$ cat src/rtl/imem_program_loader_pkg.sv
// Shared ISA constants for the program loader; the values must match the
// Controller's decode tables exactly, or loaded programs will be misread.
package imem_program_loader_pkg;

  localparam logic [3:0] MN_ADD  = 4'd0;
  localparam logic [3:0] MN_SUB  = 4'd1;
  localparam logic [3:0] MN_AND  = 4'd2;
  localparam logic [3:0] MN_OR   = 4'd3;
  localparam logic [3:0] MN_SLT  = 4'd4;
  localparam logic [3:0] MN_JR   = 4'd5;
  localparam logic [3:0] MN_ADDI = 4'd6;
  localparam logic [3:0] MN_SLTI = 4'd7;
  localparam logic [3:0] MN_LW   = 4'd8;
  localparam logic [3:0] MN_SW   = 4'd9;
  localparam logic [3:0] MN_J    = 4'd10;
  localparam logic [3:0] MN_JAL  = 4'd11;
  localparam logic [3:0] MN_BEQ  = 4'd12;
  localparam logic [3:0] MN_BNE  = 4'd13;

  localparam logic [5:0] OP_RTYPE = 6'd0;
  localparam logic [5:0] OP_ADDI  = 6'd8;
  localparam logic [5:0] OP_SLTI  = 6'd10;
  localparam logic [5:0] OP_LW    = 6'd35;
  localparam logic [5:0] OP_SW    = 6'd43;
  localparam logic [5:0] OP_J     = 6'd2;
  localparam logic [5:0] OP_JAL   = 6'd3;
  localparam logic [5:0] OP_BEQ   = 6'd4;
  localparam logic [5:0] OP_BNE   = 6'd5;

  // Controller-specific functs, deliberately not the standard MIPS ones
  localparam logic [5:0] FN_ADD = 6'd32;
  localparam logic [5:0] FN_SUB = 6'd34;
  localparam logic [5:0] FN_AND = 6'd17;
  localparam logic [5:0] FN_OR  = 6'd7;
  localparam logic [5:0] FN_SLT = 6'd42;
  localparam logic [5:0] FN_JR  = 6'd8;

  localparam logic [1:0] ST_IDLE  = 2'd0;
  localparam logic [1:0] ST_LOAD  = 2'd1;
  localparam logic [1:0] ST_WRITE = 2'd2;
  localparam logic [1:0] ST_DONE  = 2'd3;

  typedef struct packed {
    logic [3:0]  mnem;
    logic [4:0]  rs;
    logic [4:0]  rt;
    logic [4:0]  rd;
    logic [15:0] imm;
    logic [25:0] target;
  } instr_fields_t;

endpackage

$ cat src/rtl/imem_program_loader_if.sv
// Symbolic-instruction stream in, instruction-memory write port out.
interface imem_program_loader_if #(parameter int ADDR_W = 32);
  logic              in_valid;
  logic              in_ready;
  logic              in_last;
  logic [3:0]        in_mnem;
  logic [4:0]        in_rs;
  logic [4:0]        in_rt;
  logic [4:0]        in_rd;
  logic [15:0]       in_imm;
  logic [25:0]       in_target;
  logic              imem_we;
  logic [ADDR_W-1:0] imem_addr;
  logic [31:0]       imem_wdata;

  modport master (
    output in_valid, in_last, in_mnem, in_rs, in_rt, in_rd, in_imm, in_target,
    input  in_ready, imem_we, imem_addr, imem_wdata
  );

  modport slave (
    input  in_valid, in_last, in_mnem, in_rs, in_rt, in_rd, in_imm, in_target,
    output in_ready, imem_we, imem_addr, imem_wdata
  );
endinterface

$ cat src/rtl/imem_program_loader_instr_encode.sv
// Combinational packer: symbolic fields -> 32-bit Controller instruction word.
module instr_encode
  import imem_program_loader_pkg::*;
(
  input  instr_fields_t f,
  output logic [31:0]   word,
  output logic          illegal
);

  function automatic logic [31:0] enc_r(input logic [4:0] rs, rt, rd, input logic [5:0] fn);
    return {OP_RTYPE, rs, rt, rd, 5'd0, fn};
  endfunction

  function automatic logic [31:0] enc_i(input logic [5:0] op, input logic [4:0] rs, rt,
                                        input logic [15:0] imm);
    return {op, rs, rt, imm};
  endfunction

  always_comb begin
    word    = '0;
    illegal = 1'b0;
    case (f.mnem)
      MN_ADD:  word = enc_r(f.rs, f.rt, f.rd, FN_ADD);
      MN_SUB:  word = enc_r(f.rs, f.rt, f.rd, FN_SUB);
      MN_AND:  word = enc_r(f.rs, f.rt, f.rd, FN_AND);
      MN_OR:   word = enc_r(f.rs, f.rt, f.rd, FN_OR);
      MN_SLT:  word = enc_r(f.rs, f.rt, f.rd, FN_SLT);
      MN_JR:   word = enc_r(f.rs, 5'd0, 5'd0, FN_JR);
      MN_ADDI: word = enc_i(OP_ADDI, f.rs, f.rt, f.imm);
      MN_SLTI: word = enc_i(OP_SLTI, f.rs, f.rt, f.imm);
      MN_LW:   word = enc_i(OP_LW,   f.rs, f.rt, f.imm);
      MN_SW:   word = enc_i(OP_SW,   f.rs, f.rt, f.imm);
      MN_BEQ:  word = enc_i(OP_BEQ,  f.rs, f.rt, f.imm);
      MN_BNE:  word = enc_i(OP_BNE,  f.rs, f.rt, f.imm);
      MN_J:    word = {OP_J,   f.target};
      MN_JAL:  word = {OP_JAL, f.target};
      default: illegal = 1'b1;
    endcase
  end

endmodule

$ cat src/rtl/imem_program_loader.sv
// Boot-time program loader: encodes a stream of symbolic instructions and
// writes them into instruction memory, one word per two cycles at most.
module imem_program_loader
  import imem_program_loader_pkg::*;
#(
  parameter int                ADDR_W    = 32,
  parameter logic [ADDR_W-1:0] BASE_ADDR = '0,
  parameter int unsigned       DEPTH     = 1024
)(
  input  logic                  clk,
  input  logic                  rst,
  input  logic                  start,
  imem_program_loader_if.slave  bus,
  output logic                  busy,
  output logic                  done,
  output logic                  err,
  output logic [15:0]           count
);

  logic [1:0]        state_q, state_d;
  logic [ADDR_W-1:0] addr_q,  addr_d;
  logic [15:0]       count_q, count_d;
  logic [31:0]       wdata_q, wdata_d;
  logic              err_q,   err_d;
  logic              last_q,  last_d;

  instr_fields_t fields;
  logic [31:0]   enc_word;
  logic          enc_illegal;

  assign fields = '{mnem: bus.in_mnem, rs: bus.in_rs, rt: bus.in_rt, rd: bus.in_rd,
                    imm: bus.in_imm, target: bus.in_target};

  instr_encode u_enc (
    .f       (fields),
    .word    (enc_word),
    .illegal (enc_illegal)
  );

  always_comb begin
    state_d = state_q;
    addr_d  = addr_q;
    count_d = count_q;
    wdata_d = wdata_q;
    err_d   = err_q;
    last_d  = last_q;
    case (state_q)
      ST_IDLE, ST_DONE: begin
        if (start) begin
          state_d = ST_LOAD;
          addr_d  = BASE_ADDR;
          count_d = '0;
          err_d   = 1'b0;
        end
      end
      ST_LOAD: begin
        if (bus.in_valid) begin
          if (enc_illegal) begin
            // Drop the word but honour in_last so the session still terminates
            err_d = 1'b1;
            if (bus.in_last) state_d = ST_DONE;
          end else begin
            wdata_d = enc_word;
            last_d  = bus.in_last;
            state_d = ST_WRITE;
          end
        end
      end
      ST_WRITE: begin
        addr_d  = addr_q + ADDR_W'(4);
        count_d = count_q + 16'd1;
        if (last_q || (32'(count_q) + 32'd1 == 32'(DEPTH))) state_d = ST_DONE;
        else                                                 state_d = ST_LOAD;
      end
      default: state_d = ST_IDLE;
    endcase
  end

  always_ff @(posedge clk or posedge rst) begin
    if (rst) begin
      state_q <= ST_IDLE;
      addr_q  <= BASE_ADDR;
      count_q <= '0;
      wdata_q <= '0;
      err_q   <= 1'b0;
      last_q  <= 1'b0;
    end else begin
      state_q <= state_d;
      addr_q  <= addr_d;
      count_q <= count_d;
      wdata_q <= wdata_d;
      err_q   <= err_d;
      last_q  <= last_d;
    end
  end

  assign bus.in_ready   = (state_q == ST_LOAD);
  assign bus.imem_we    = (state_q == ST_WRITE);
  assign bus.imem_addr  = addr_q;
  assign bus.imem_wdata = wdata_q;
  assign busy           = (state_q == ST_LOAD) || (state_q == ST_WRITE);
  assign done           = (state_q == ST_DONE);
  assign err            = err_q;
  assign count          = count_q;

endmodule
$ cat src/flat_wrapper.sv
// flat-port wrapper written by rule: the top's interface ports become plain ports
module imem_program_loader_flat import imem_program_loader_pkg::*;
#(
  parameter int                ADDR_W    = 32,
  parameter logic [ADDR_W-1:0] BASE_ADDR = '0,
  parameter int unsigned       DEPTH     = 1024
)
  (clk, rst, start, busy, done, err, count, bus_in_valid, bus_in_last, bus_in_mnem, bus_in_rs, bus_in_rt, bus_in_rd, bus_in_imm, bus_in_target, bus_in_ready, bus_imem_we, bus_imem_addr, bus_imem_wdata);
  imem_program_loader_if #(.ADDR_W(ADDR_W)) bus_i ();
  input  logic clk;
  input  logic rst;
  input  logic start;
  output logic busy;
  output logic done;
  output logic err;
  output logic [15:0] count;
  input wire logic [$bits(bus_i.in_valid)-1:0] bus_in_valid;
  input wire logic [$bits(bus_i.in_last)-1:0] bus_in_last;
  input wire logic [$bits(bus_i.in_mnem)-1:0] bus_in_mnem;
  input wire logic [$bits(bus_i.in_rs)-1:0] bus_in_rs;
  input wire logic [$bits(bus_i.in_rt)-1:0] bus_in_rt;
  input wire logic [$bits(bus_i.in_rd)-1:0] bus_in_rd;
  input wire logic [$bits(bus_i.in_imm)-1:0] bus_in_imm;
  input wire logic [$bits(bus_i.in_target)-1:0] bus_in_target;
  output wire logic [$bits(bus_i.in_ready)-1:0] bus_in_ready;
  output wire logic [$bits(bus_i.imem_we)-1:0] bus_imem_we;
  output wire logic [$bits(bus_i.imem_addr)-1:0] bus_imem_addr;
  output wire logic [$bits(bus_i.imem_wdata)-1:0] bus_imem_wdata;
  assign bus_i.in_valid = bus_in_valid;
  assign bus_i.in_last = bus_in_last;
  assign bus_i.in_mnem = bus_in_mnem;
  assign bus_i.in_rs = bus_in_rs;
  assign bus_i.in_rt = bus_in_rt;
  assign bus_i.in_rd = bus_in_rd;
  assign bus_i.in_imm = bus_in_imm;
  assign bus_i.in_target = bus_in_target;
  assign bus_in_ready = bus_i.in_ready;
  assign bus_imem_we = bus_i.imem_we;
  assign bus_imem_addr = bus_i.imem_addr;
  assign bus_imem_wdata = bus_i.imem_wdata;
  imem_program_loader #(.ADDR_W(ADDR_W), .BASE_ADDR(BASE_ADDR), .DEPTH(DEPTH)) u_core (.clk(clk), .rst(rst), .start(start), .bus(bus_i), .busy(busy), .done(done), .err(err), .count(count));
endmodule
$ cat config.mk
export PLATFORM = sky130hd
export DESIGN_NAME = imem_program_loader_flat
export DESIGN_NICKNAME = d
export VERILOG_FILES = /design/src/rtl/imem_program_loader_pkg.sv /design/src/rtl/imem_program_loader_if.sv /design/src/rtl/imem_program_loader_instr_encode.sv /design/src/rtl/imem_program_loader.sv /design/src/flat_wrapper.sv
export SDC_FILE = /design/constraint.sdc
export NUM_CORES = 1
export LEC_CHECK = 0
export BUFFER_PORTS_ARGS = -buffer_cell sky130_fd_sc_hd__buf_4
export CAP_MARGIN = 10
export CORE_MARGIN = 2
export CORE_UTILIZATION = 40
export DETAILED_ROUTE_END_ITERATION = 8
export PLACE_DENSITY = 0.66
export SLEW_MARGIN = 10
export SYNTH_ARGS = -nofsm -noshare
export SYNTH_HDL_FRONTEND = slang
export SYNTH_SLANG_ARGS = --single-unit
$ cat constraint.sdc
create_clock -name clk -period 3 [get_ports clk]
set_input_delay 0.3 -clock clk [delete_from_list [all_inputs] [get_ports clk]]
set_output_delay 0.3 -clock clk [all_outputs]
set_load 0.02 [all_outputs]
======== Word-level counts from Yosys, hierarchy flattened ========
Cells that the tools add are included.
storage, ports and cells
  flip-flop bits (word level) ............. 84
  bits of input ports ..................... 66
  word-level logic and storage cells ...... 57
operators by class
  add/subtract/negate cells ............... 3
  equal/unequal tests ..................... 21
  mux-type cells .......................... 15
  reductions and logical operators ........ 12
operators by type and width
  kind                                                    count
  one-hot mux 32 bit (14 select lines)                    1
  one-hot mux 32 bit (2 select lines)                     1
  adder 32 x 3 -> 32 bit (second input constant)          1
  equality test 32 x 11 -> 1 bit (second input constant)  1
  two-way mux 32 bit                                      1
  one-hot mux 16 bit (2 select lines)                     1
  equality test 4 bit (second input constant)             6
  adder 16 x 1 -> 17 bit (second input constant)          1
  adder 16 x 1 -> 16 bit (second input constant)          1
  equality test 4 x 3 -> 1 bit (second input constant)    4
  two-way mux 16 bit                                      1
  OR reduction 14 bit                                     1
  two-way mux 2 bit                                       5
  equality test 4 x 2 -> 1 bit (second input constant)    2
  != test 2 bit (second input constant)                   3
  one-hot mux 2 bit (3 select lines)                      1
  AND reduction 3 bit                                     2
  equality test 2 bit (second input constant)             2
  equality test 4 x 1 -> 1 bit (second input constant)    1
  zero test 4 bit                                         1
  AND reduction 4 bit                                     1
  nonzero test 2 bit                                      2
  two-way mux 1 bit                                       3
  != test 3 bit (second input constant)                   1
  6 further kinds                                         7

======== Longest topological paths before layout ========
Gate-level depths: netlist (run 1).
  depth in word-level cells ............... 5
  gate-level depth with buffers ........... 9
  mapped depth without buffers ............ 7

======== Cells and area by module ========
A second synthesis (run 1) with hierarchy kept.
second synthesis, totals
  cell total of the unflattened synthesis .. 498
  area, all modules ....................... 4,799.6 µm²
by module, submodules not included
  module               times used  cells an instance  area an instance (µm²)
  imem_program_loader  1           370                3,940.0
  instr_encode         1           128                859.6

======== Worst setup path before layout (run 1) ========
No wires, ideal clock.
  path type ............................... reg2reg
  from .................................... register u_core.state_q[0]
  to ...................................... register u_core.addr_q[31] (netlist: u_core.bus.imem_addr[31])
  setup time .............................. 0.078 ns
  arrival ................................. 2.232 ns
  data required time ...................... 2.922 ns
  setup slack ............................. 0.690 ns
  cell stages (with the launch flop) ...... 9
  cell sequence ........................... dfrtp_1 -> inv_1 -> ha_1 -> buf_2 -> mux2_4 -> nand4_4 -> or4_4 -> or3_1 -> a21oi_1
on the way
  elaborated cells on any way between the ends .. 8
  those cells by class .................... 3 x eq/ne; 1 x mux; 4 x reduce/logical
RTL lines
  what                                  RTL line                   source
  from (decl)                           imem_program_loader.sv:20  logic [1:0] state_q, state_d;
  from (signal assigned)                imem_program_loader.sv:88  state_q <= state_d;
  equality test 2 bit (*)               -
  via bus_imem_we                       flat_wrapper.sv:26         output wire logic [$bits(bus_i.imem_we)-1:0] bus_imem_we;
  nonzero test 2 bit (no source line)   -
  AND reduction 2 bit (no source line)  -
  to (signal assigned)                  imem_program_loader.sv:89  addr_q <= addr_d;
  to (decl)                             imem_program_loader.sv:21  logic [ADDR_W-1:0] addr_q, addr_d;
The timed path passes the listed nets; every way through them passes the cells marked *.
A chain may end at the register's enable or synchronous reset.

======== Final worst setup path (run 1) ========
  from .................................... register u_core.state_q[0]
  to ...................................... register u_core.addr_q[28] (netlist: u_core.bus.imem_addr[28])
on the way
  word-level cells in the longest chain between the ends .. 4
  elaborated cells on any way between the ends .. 8
  those cells by class .................... 3 x eq/ne; 1 x mux; 4 x reduce/logical
RTL lines
  what                                                                         RTL line                   source
  equality test 2 bit / zero test 2 bit (equally long branches)                imem_program_loader.sv:47  case (state_q)
  OR reduction 2 bit                                                           imem_program_loader.sv:47
  != test 2 bit (no source line) / nonzero test 2 bit (equally long branches)  -
  AND reduction 2 bit (no source line)                                         -
Several ways; a longest one is shown, not always the timed one.

==> results.tsv, run 1 <==
metric	value	unit
status	finished, final reports clean	
sw_frac_of_total	40.53	%
die_area	11830	µm²
crit_required	3.24	ns
track_usage	19.74	%
drv_slew	0	
synth_edf_count	0	
area_growth	31.97	%
ys_seq_area_share	46.17	%
synthTopCellsByArea	dfrtp_1, nor2_1, a21oi_1	
avgSynthCellArea	9.071	µm²
slew_headroom	55.53	%
n_fill_cell	1022	
path_clk_slew	0.09	ns
cts_hold_buffers	0	
antenna_found_initial	0	
clkPwrFrac	18.0	%
total_power	4.042	mW
muxShareOfSynthArea	2.052	%
clock_skew	0.01638	ns
root_buffer	clkbuf_8	
antenna_cells	0	
postCtsSetupRepairBufs	0	
max_freq	0.4050	GHz
synth_ff_type	dfrtp_1	
worst_pin_slew	0.6663	ns
via_per_inst	5.386	
fin_crit	2.469	ns
post_drt_wl_per_cell	15.27	µm
seq_power_share	37.7	%
internal_power	2.404	mW
max_cap_viol_count	0	
syn_inst	484	
core_area	10790	µm²
die_height	108.8	µm
dp_hpwl	8461	µm
io-pin-count	151	
critical_path.max_fanout	13	
post-route-period-util	82.31	%
power.density	697.6	nW/µm²
ir_drop	0.3771	mV
dr_total_vias	4120	
rows	38	
gp_congestion	0.8423	
start_kind	flip-flop	
yosysTopAreaCellShare	46.17	%
setup_viol	0	
synth_top_family_by_area	simple AND/OR/NAND/NOR gates	
drtIter0Drc	212	
drc	0	
grt_overflow	0	
grt_pass1_vias	3682	
yosys_warnings	0	
clock_latency	0.37	ns
async_flop_share	100.0	%
synth_top_area_cell	dfrtp_1	
yosys.area_share.adder	1.425	%
synthSimpleGateAreaFrac	22.03	%
grt_start_max_net_pins	49	
die_w	108.8	µm
crit_path_end_kind	flip-flop	
crit_arrival	2.71	ns
ys_types	56	
leakagePower	2.719	nW
numCtsBuffers	9	
setup_tns	0	ns
cts_tree	yes	
criticalPathCategory	flip-flop to flip-flop	
fin_cells	765	
synth-seq-cells	81	
dp_cells	749	
power_frac_comb	44.3	%
dr.pass1.iters	5	
rsz0062_at_grt	no	
synth_compound_area_share	20.32	%
r2r-start	u_core.state_q[0]$_DFFE_PP0P_	
start_util	40.68	%
ant_nets	0	
r2r_setup_slack	0.53	ns
r2r_end	u_core.bus.imem_addr[28]$_DFFE_PP0P_	
ctsResizeCount	0	
layout-drive-gt1-share	30.72	%
r2r_cells	7	
num-nets-final	691	
cts_num_sinks	81	
wirelength	11680	µm
io_buffers	147	
hold_class	input port to asynchronous set/reset pin	
grt_pass1_wl	18490	µm
finalHoldViolations	0	
htreeDepth	3	
synth_area	4390	µm²
clockBufferDepth	2	
synth-xor-area-share	3.990	%
p_sw	1.638	mW
-- cell usage after synthesis (all sizes together) (10+ instances only) --
| cell | number |
|---|---|
| dfrtp | 81 |
| nor2 | 67 |
| a21oi | 47 |
| nand2 | 42 |
| o21ai | 32 |
| clkbuf | 20 |
| nand3 | 19 |
| a22oi | 17 |
| inv | 12 |
| buf | 10 |
| nor4 | 10 |
| xnor2 | 10 |
| xor2 | 10 |
-- how the worst max path moves through the flow --
stage                                        startpoint                                    to  slack [ns]
after CTS                 u_core.state_q[0]$_DFFE_PP0P_  u_core.bus.imem_addr[28]$_DFFE_PP0P_        0.55
after floorplan                                     rst  u_core.bus.imem_addr[10]$_DFFE_PP0P_        0.62
final                     u_core.state_q[0]$_DFFE_PP0P_  u_core.bus.imem_addr[28]$_DFFE_PP0P_        0.53
after detailed placement  u_core.state_q[0]$_DFFE_PP0P_  u_core.bus.imem_addr[28]$_DFFE_PP0P_        0.55
after global routing      u_core.state_q[0]$_DFFE_PP0P_  u_core.bus.imem_addr[28]$_DFFE_PP0P_        0.32
after global placement    u_core.state_q[0]$_DFFE_PP0P_  u_core.bus.imem_addr[28]$_DFFE_PP0P_        0.66
-- logic make-up after synthesis --
group | count (synthesis)
AO/OA/AOI/OAI | 139
XOR/XNOR | 20
adder cells (fa/ha/maj) | 5
buffers and inverters | 42
flip-flops | 81
multiplexers | 8
other | 1
AND/OR/NAND/NOR | 188
-- state kept, by name, summed over array words and instances (netlist names) --
signal                 flops
u_core.bus.imem_wdata     31
u_core.bus.imem_addr      30
u_core.count              16
u_core.state_q             2
u_core.err                 1
u_core.last_q              1
-- worst max-delay path: stages, from the launching register on --
cell     delay, ns
dfrtp_1       0.42
inv_1         0.07
ha_1          0.35
mux2_4        0.32
nand3_1       0.30
nor4_4        0.53
a31oi_1       0.14
a41o_1        0.22
-- through the flow --
| stage | worst slack, ns | hold slack (ns) | utilization (%) | area [µm²] |
|---|---|---|---|---|
| floorplan | 0.6199 | 0.4517 | - | 4398 |
| global placement | 0.6627 | 0.4264 | 52.10 | 5623 |
| detailed placement | 0.5502 | 0.4373 | 52.10 | 5623 |
| CTS | 0.5494 | 0.03918 | 53.69 | 5794 |
| global route | 0.3183 | 0.04646 | 53.69 | 5794 |
| finish | 0.5308 | 0.006272 | 53.69 | 5794 |
-- per-layer routing --
metal	wire, µm	part of all wire, %	track usage [%]
met1	5092	44	26.63
met3	574	4.9	3.288
met5	0	0	0
met4	203	1.7	7.692
met2	5812	50	31.79
-- area by class of cell --
type                       instances  area, µm²  area share [%]
inverter                          12      46.29          0.7990
clock buffer                      10      137.6           2.375
multi-input combinational        363       2213           38.20
clock inverter                     6      33.78          0.5830
sequential                        81       2027           34.98
timing repair buffer             153       1161           20.04
tap                              140      175.2           3.023
-- power by group through the flow --
stage | combinational, mW | sequential [mW] | clock [mW]
final | 1.79 | 1.53 | 0.727
after detailed placement | 1.81 | 1.54 | 0
after global placement | 1.78 | 1.54 | 0
after global routing | 1.96 | 1.57 | 0.790
after floorplan | 0.786 | 1.82 | 0
after CTS | 1.81 | 1.53 | 0.747
-- layout by cell type, fill, tap and decap left out, types with 2 or more instances in the layout --
cell type  netlist  routed
a41o_1           2       2
dfrtp_1         81      81
clkbuf_8         0      10
a222oi_1         5       5
nand4_1          7       7
and2_1           4       4
inv_1           12      11
nand3_1         17      17
buf_4            3     152
a31o_2           4       4
mux2_2           4       4
nand2_1         41      41
nand2b_1         3       3
a21oi_1         47      47
o31ai_1          2       2
xnor2_1         10      10
ha_1             5       5
o22a_1           2       2
o21ai_0         32      32
nor3_1           6       6
or2_2            2       2
and4_1           6       6
o21a_1           3       3
and3_1           4       4
nor2b_1          4       4
nor4_1           8       8
nand4_4          2       2
nor2_1          67      67
xor2_1          10      10
conb_1           1       3
or3_1            9       9
a22oi_1         17      17
a31oi_1          7       6
mux2i_1          3       3
clkinv_2         0       6
a22o_1           8       8
Power figures use the tool's default switching activity.
==> run 2: changes to the inputs <==
Clock period 3 ns to 2.4 ns, I/O delays scaled along.
==> results.tsv, run 2 (synthesis gave the netlist of run 1 again) <==
metric	value	unit	change
power_frac_comb	42.2	%	-2.1 points
wirelength	11850	µm	+1.4%
ir_drop	0.5072	mV	+35%
crit_path_end_kind	flip-flop		
cts_num_sinks	81		unchanged
seq_power_share	34.4	%	-3.3 points
fin_crit	2.228	ns	-0.2413 ns
cts_tree	yes		
post_drt_wl_per_cell	15.37	µm	+0.66%
hold_class	input port to flip-flop		
slew_headroom	50.14	%	-5.4 points
track_usage	20.65	%	+0.91 points
grt_start_max_net_pins	51		+4.1%
multi_input_area	2228	µm²	+0.68%
slowest_delay	0.60	ns	+0.07 ns
slowest_stage	or4_4		
start_kind	flip-flop		
total_power	5.522	mW	+37%
antenna_cells	0		unchanged
whs_path_depth	2		
ant_nets	0		unchanged
clkPwrFrac	23.4	%	+5.4 points
num-nets-final	697		+0.87%
path_delay_family	simple AND/OR/NAND/NOR gates		
crit_required	2.70	ns	-0.54 ns
mostFrequentLayoutCells	buf_4, dfrtp_1, nor2_1		
final_common_cell	buf_4		
criticalPathCategory	flip-flop to flip-flop		
max_cap_viol_count	0		unchanged
area_growth	35.77	%	
internal_power	3.448	mW	+43%
rsz0062_at_grt	no		
r2r_setup_slack	0.17	ns	-0.36 ns
grt_pass1_wl	19330	µm	+4.5%
path_clk_slew	0.09	ns	about the same
antenna_found_initial	0		unchanged
dp_hpwl	8508	µm	+0.56%
gp_congestion	0.7868		-6.6%
largest_reg_flops	31		unchanged
io-pin-count	151		unchanged
dr_total_vias	4166		+1.1%
setup_tns	0	ns	unchanged
htreeDepth	3		unchanged
leakagePower	2.782	nW	+2.3%
crit_path_cell_trace	ha_4 -> mux2_4 -> nand4_4 -> or4_4 -> or3_1 -> a21oi_1		
io_buffers	147		unchanged
die_area	11830	µm²	unchanged
r2r_cells	6		-1
drtIter0Drc	208		-1.9%
rows	38		unchanged
post-route-period-util	92.83	%	+11 points
sw_frac_of_total	37.56	%	-3.0 points
core_area	10790	µm²	unchanged
crit_arrival	2.53	ns	-0.18 ns
crit_cells	6		-1
power.density	926.4	nW/µm²	+33%
worst_pin_slew	0.7470	ns	+0.08073 ns
drv_slew	0		unchanged
layout-drive-gt1-share	31.54	%	+0.82 points
root_buffer	clkbuf_8		
finalHoldViolations	0		unchanged
grt_overflow	0		unchanged
setup_viol	0		unchanged
clock_skew	0.01068	ns	-0.005697 ns
max_freq	0.4489	GHz	+11%
die_w	108.8	µm	unchanged
crit_buf_inv	0		-1
dr.pass1.iters	4		-1
drc	0		unchanged
die_height	108.8	µm	unchanged
n_fill_cell	1002		-2.0%
status	finished, final reports clean		
clock_latency	0.37	ns	about the same
via_per_inst	5.403		+0.33%
critical_path.max_fanout	6		-7
clockBufferDepth	2		unchanged
grt_pass1_vias	3970		+7.8%
numCtsBuffers	9		unchanged
p_sw	2.074	mW	+27%
start_util	40.68	%	unchanged
register_area	2027	µm²	unchanged
[run 2: metrics by stage]
stage / hold slack (ns) / util, % / instance area (µm²) / setup WS [ns] / std cells
after floorplan: 0.3917 / - / 4398 / 0.07991 / 486
after global placement: 0.3274 / 52.49 / 5665 / 0.1495 / 753
after detailed placement: 0.3249 / 52.49 / 5665 / 0.06712 / 753
after CTS: 0.09992 / 55.02 / 5938 / 0.04812 / 770
after global routing: 0.1031 / 55.23 / 5961 / 0.05360 / 771
final: 0.1144 / 55.23 / 5961 / 0.1721 / 771
[run 2: layout make-up]
type	instances	area share, %
sequential	81	34.00
clock inverter	4	1.637
multi-input combinational	363	37.38
timing repair buffer	159	20.49
tap	140	2.939
inverter	12	0.7767
clock buffer	12	2.771
[run 2: worst paths after layout]
path,from,endpoint
max in group asynchronous,rst,u_core.bus.imem_wdata[8]$_DFFE_PP0P_
worst min-delay path,bus_in_last,u_core.last_q$_DFFE_PP0P_
min in group asynchronous,rst,u_core.bus.imem_addr[30]$_DFFE_PP0P_
worst max register to register,u_core.state_q[1]$_DFFE_PP0P_,u_core.bus.imem_addr[31]$_DFFE_PP0P_
worst max-delay path,u_core.state_q[1]$_DFFE_PP0P_,u_core.bus.imem_addr[31]$_DFFE_PP0P_
worst min register to register,u_core.err$_DFFE_PP0P_,u_core.err$_DFFE_PP0P_
[run 2: power groups by stage]
stage / Combinational (mW) / Clock, mW / Sequential (mW)
CTS: 2.31 / 1.33 / 1.91
global route: 2.55 / 1.37 / 1.95
global placement: 2.27 / 0 / 1.92
detailed placement: 2.30 / 0 / 1.93
finish: 2.33 / 1.29 / 1.90
floorplan: 0.982 / 0 / 2.28
[run 2: layer usage]
metal | routed length, µm | vias up | track usage [%]
met2 | 5934 | 106 | 32.72
li1 | - | 2037 | -
met5 | 0 | - | 0
met1 | 5174 | 2009 | 27.49
met3 | 538 | 14 | 3.766
met4 | 203 | 0 | 9.432
[run 2: timing repair]
action	in CTS	in global routing
gates resized for setup	0	1
hold buffers	1	0
setup buffers	0	1
endpoints found under the setup margin	0	3
hold endpoints to repair	31	0
==> run 3: changes to the inputs <==
==> constraint.sdc (replaced) <==
create_clock -name clk -period 2.9 [get_ports clk]
set_input_delay 0.58 -clock clk [delete_from_list [all_inputs] [get_ports clk]]
set_output_delay 0.58 -clock clk [all_outputs]
set_load 0.02 [all_outputs]
==> results.tsv, run 3 (synthesis gave the netlist of run 1 again) <==
metric	value	unit	change
grt_pass1_vias	3876		-2.4%
leakagePower	2.701	nW	-2.9%
r2r-start	u_core.state_q[0]$_DFFE_PP0P_		
slowest_stage	nor4_4		
die_w	108.8	µm	unchanged
io_buffers	147		unchanged
clock_latency	0.36	ns	about the same
largest_reg_flops	31		unchanged
ctsResizeCount	0		unchanged
n_fill_cell	986		-1.6%
drc	0		unchanged
total_power	4.146	mW	-25%
max_cap_viol_count	0		unchanged
mostFrequentLayoutCells	buf_4, dfrtp_1, nor2_1		
power.density	716.9	nW/µm²	-23%
grt_pass1_wl	18860	µm	-2.4%
dp_cells	749		-0.53%
htreeDepth	3		unchanged
ant_nets	0		unchanged
crit_path_cell_trace	inv_1 -> ha_1 -> mux2_4 -> nand3_1 -> nor4_4 -> a31oi_1 -> a41o_1		
drv_slew	0		unchanged
final_common_cell	buf_4		
crit_arrival	2.71	ns	+0.18 ns
max_freq	0.4035	GHz	-10%
grt_overflow	0		unchanged
cts_tree	yes		
cts_hold_buffers	0		-1
setup_slack	0.4215	ns	+0.2493 ns
r2r_setup_slack	0.42	ns	+0.25 ns
clockBufferDepth	2		unchanged
gp_congestion	0.8060		+2.4%
dr.pass1.iters	7		+3
setup_tns	0	ns	unchanged
status	finished, final reports clean		
wirelength	11880	µm	+0.24%
critical_path.max_fanout	13		+7
die_height	108.8	µm	unchanged
antenna_found_initial	0		unchanged
area_growth	31.72	%	
crit_required	3.13	ns	+0.43 ns
die_area	11830	µm²	unchanged
core_area	10790	µm²	unchanged
hold_class	input port to asynchronous set/reset pin		
cts_num_sinks	81		unchanged
drtIter0Drc	291		+40%
ir_drop	0.3725	mV	-27%
dp_hpwl	8601	µm	+1.1%
crit_path_end_kind	flip-flop		
finalHoldViolations	0		unchanged
io-pin-count	151		unchanged
post-place-ws	0.4464	ns	+0.3793 ns
path_clk_slew	0.08	ns	about the same
r2r_cells	7		+1
dpl-instance-area	5627	µm²	-0.68%
multi_input_area	2213	µm²	-0.67%
slowest_delay	0.54	ns	-0.06 ns
finish.utilization	53.58	%	-1.6 points
numCtsBuffers	9		unchanged
register_area	2027	µm²	unchanged
criticalPathCategory	flip-flop to flip-flop		
antenna_cells	0		unchanged
track_usage	20.14	%	-0.50 points
start_kind	flip-flop		
slew_headroom	54.57	%	+4.4 points
via_per_inst	5.498		+1.8%
start_util	40.68	%	unchanged
post_drt_wl_per_cell	15.53	µm	+1.0%
root_buffer	clkbuf_8		
hold_ws	0.2658	ns	+0.1514 ns
setup_viol	0		unchanged
num-nets-final	691		-0.86%
post-route-period-util	85.47	%	-7.4 points
clock_skew	0.01540	ns	+0.004720 ns
design_area	5783	µm²	-3.0%
rsz0062_at_grt	no		
postCtsSetupRepairBufs	0		unchanged
worst_pin_slew	0.6789	ns	-0.06815 ns
r2r_end	u_core.bus.imem_addr[28]$_DFFE_PP0P_		
rows	38		unchanged
grt_start_max_net_pins	51		unchanged
fin_crit	2.479	ns	+0.2507 ns
dr_total_vias	4206		+0.96%
layout-drive-gt1-share	30.08	%	-1.5 points
fin_cells	765		-0.78%
[run 3: critical path: cells and delay by family (launching register included)]
kind / cells / cell delay (ns)
muxes: 1 / 0.31
adders and majority gates: 1 / 0.35
AOI/OAI and AO/OA: 2 / 0.35
and+or+nand+nor: 2 / 0.84
DFF: 1 / 0.42
buffers and inverters: 1 / 0.07
[run 3: worst max path at each step]
stage                                  start                               endpoint  slack (ns)  depth (start not counted)
2_1_floorplan                            rst   u_core.bus.imem_addr[10]$_DFFE_PP0P_        0.24                          1
3_3_place_gp                  bus_in_mnem[1]  u_core.bus.imem_wdata[16]$_DFFE_PP0P_        0.42                          5
3_5_place_dp   u_core.state_q[0]$_DFFE_PP0P_   u_core.bus.imem_addr[30]$_DFFE_PP0P_        0.45                          7
4_1_cts        u_core.state_q[0]$_DFFE_PP0P_   u_core.bus.imem_addr[28]$_DFFE_PP0P_        0.42                          7
5_1_grt        u_core.state_q[0]$_DFFE_PP0P_   u_core.bus.imem_addr[28]$_DFFE_PP0P_        0.23                          7
6_report       u_core.state_q[0]$_DFFE_PP0P_   u_core.bus.imem_addr[28]$_DFFE_PP0P_        0.42                          7
[run 3: cell type report]
type,count,area share [%]
well taps,140,3.029
multi-input cells,363,38.27
repair buffers,153,20.14
clock inverters,3,0.3029
clock buffers,13,2.402
flip-flops and latches,81,35.05
inverters,12,0.8005
[run 3: metal layers]
metal  share of wire (%)  wire, µm  vias up  global-route usage, %
met5                   0         0        -                      0
met4                 2.1       249        0                  8.059
met3                 4.7       555       19                  3.288
met2                  49      5829      118                  32.37
met1                  44      5245     2049                  27.17
li1                    -         -     2020                      -
[run 3: where the power goes]
part | switching [mW] | internal [mW]
Combinational | 1.09 | 0.758
Clock | 0.411 | 0.310
Sequential | 0.180 | 1.40
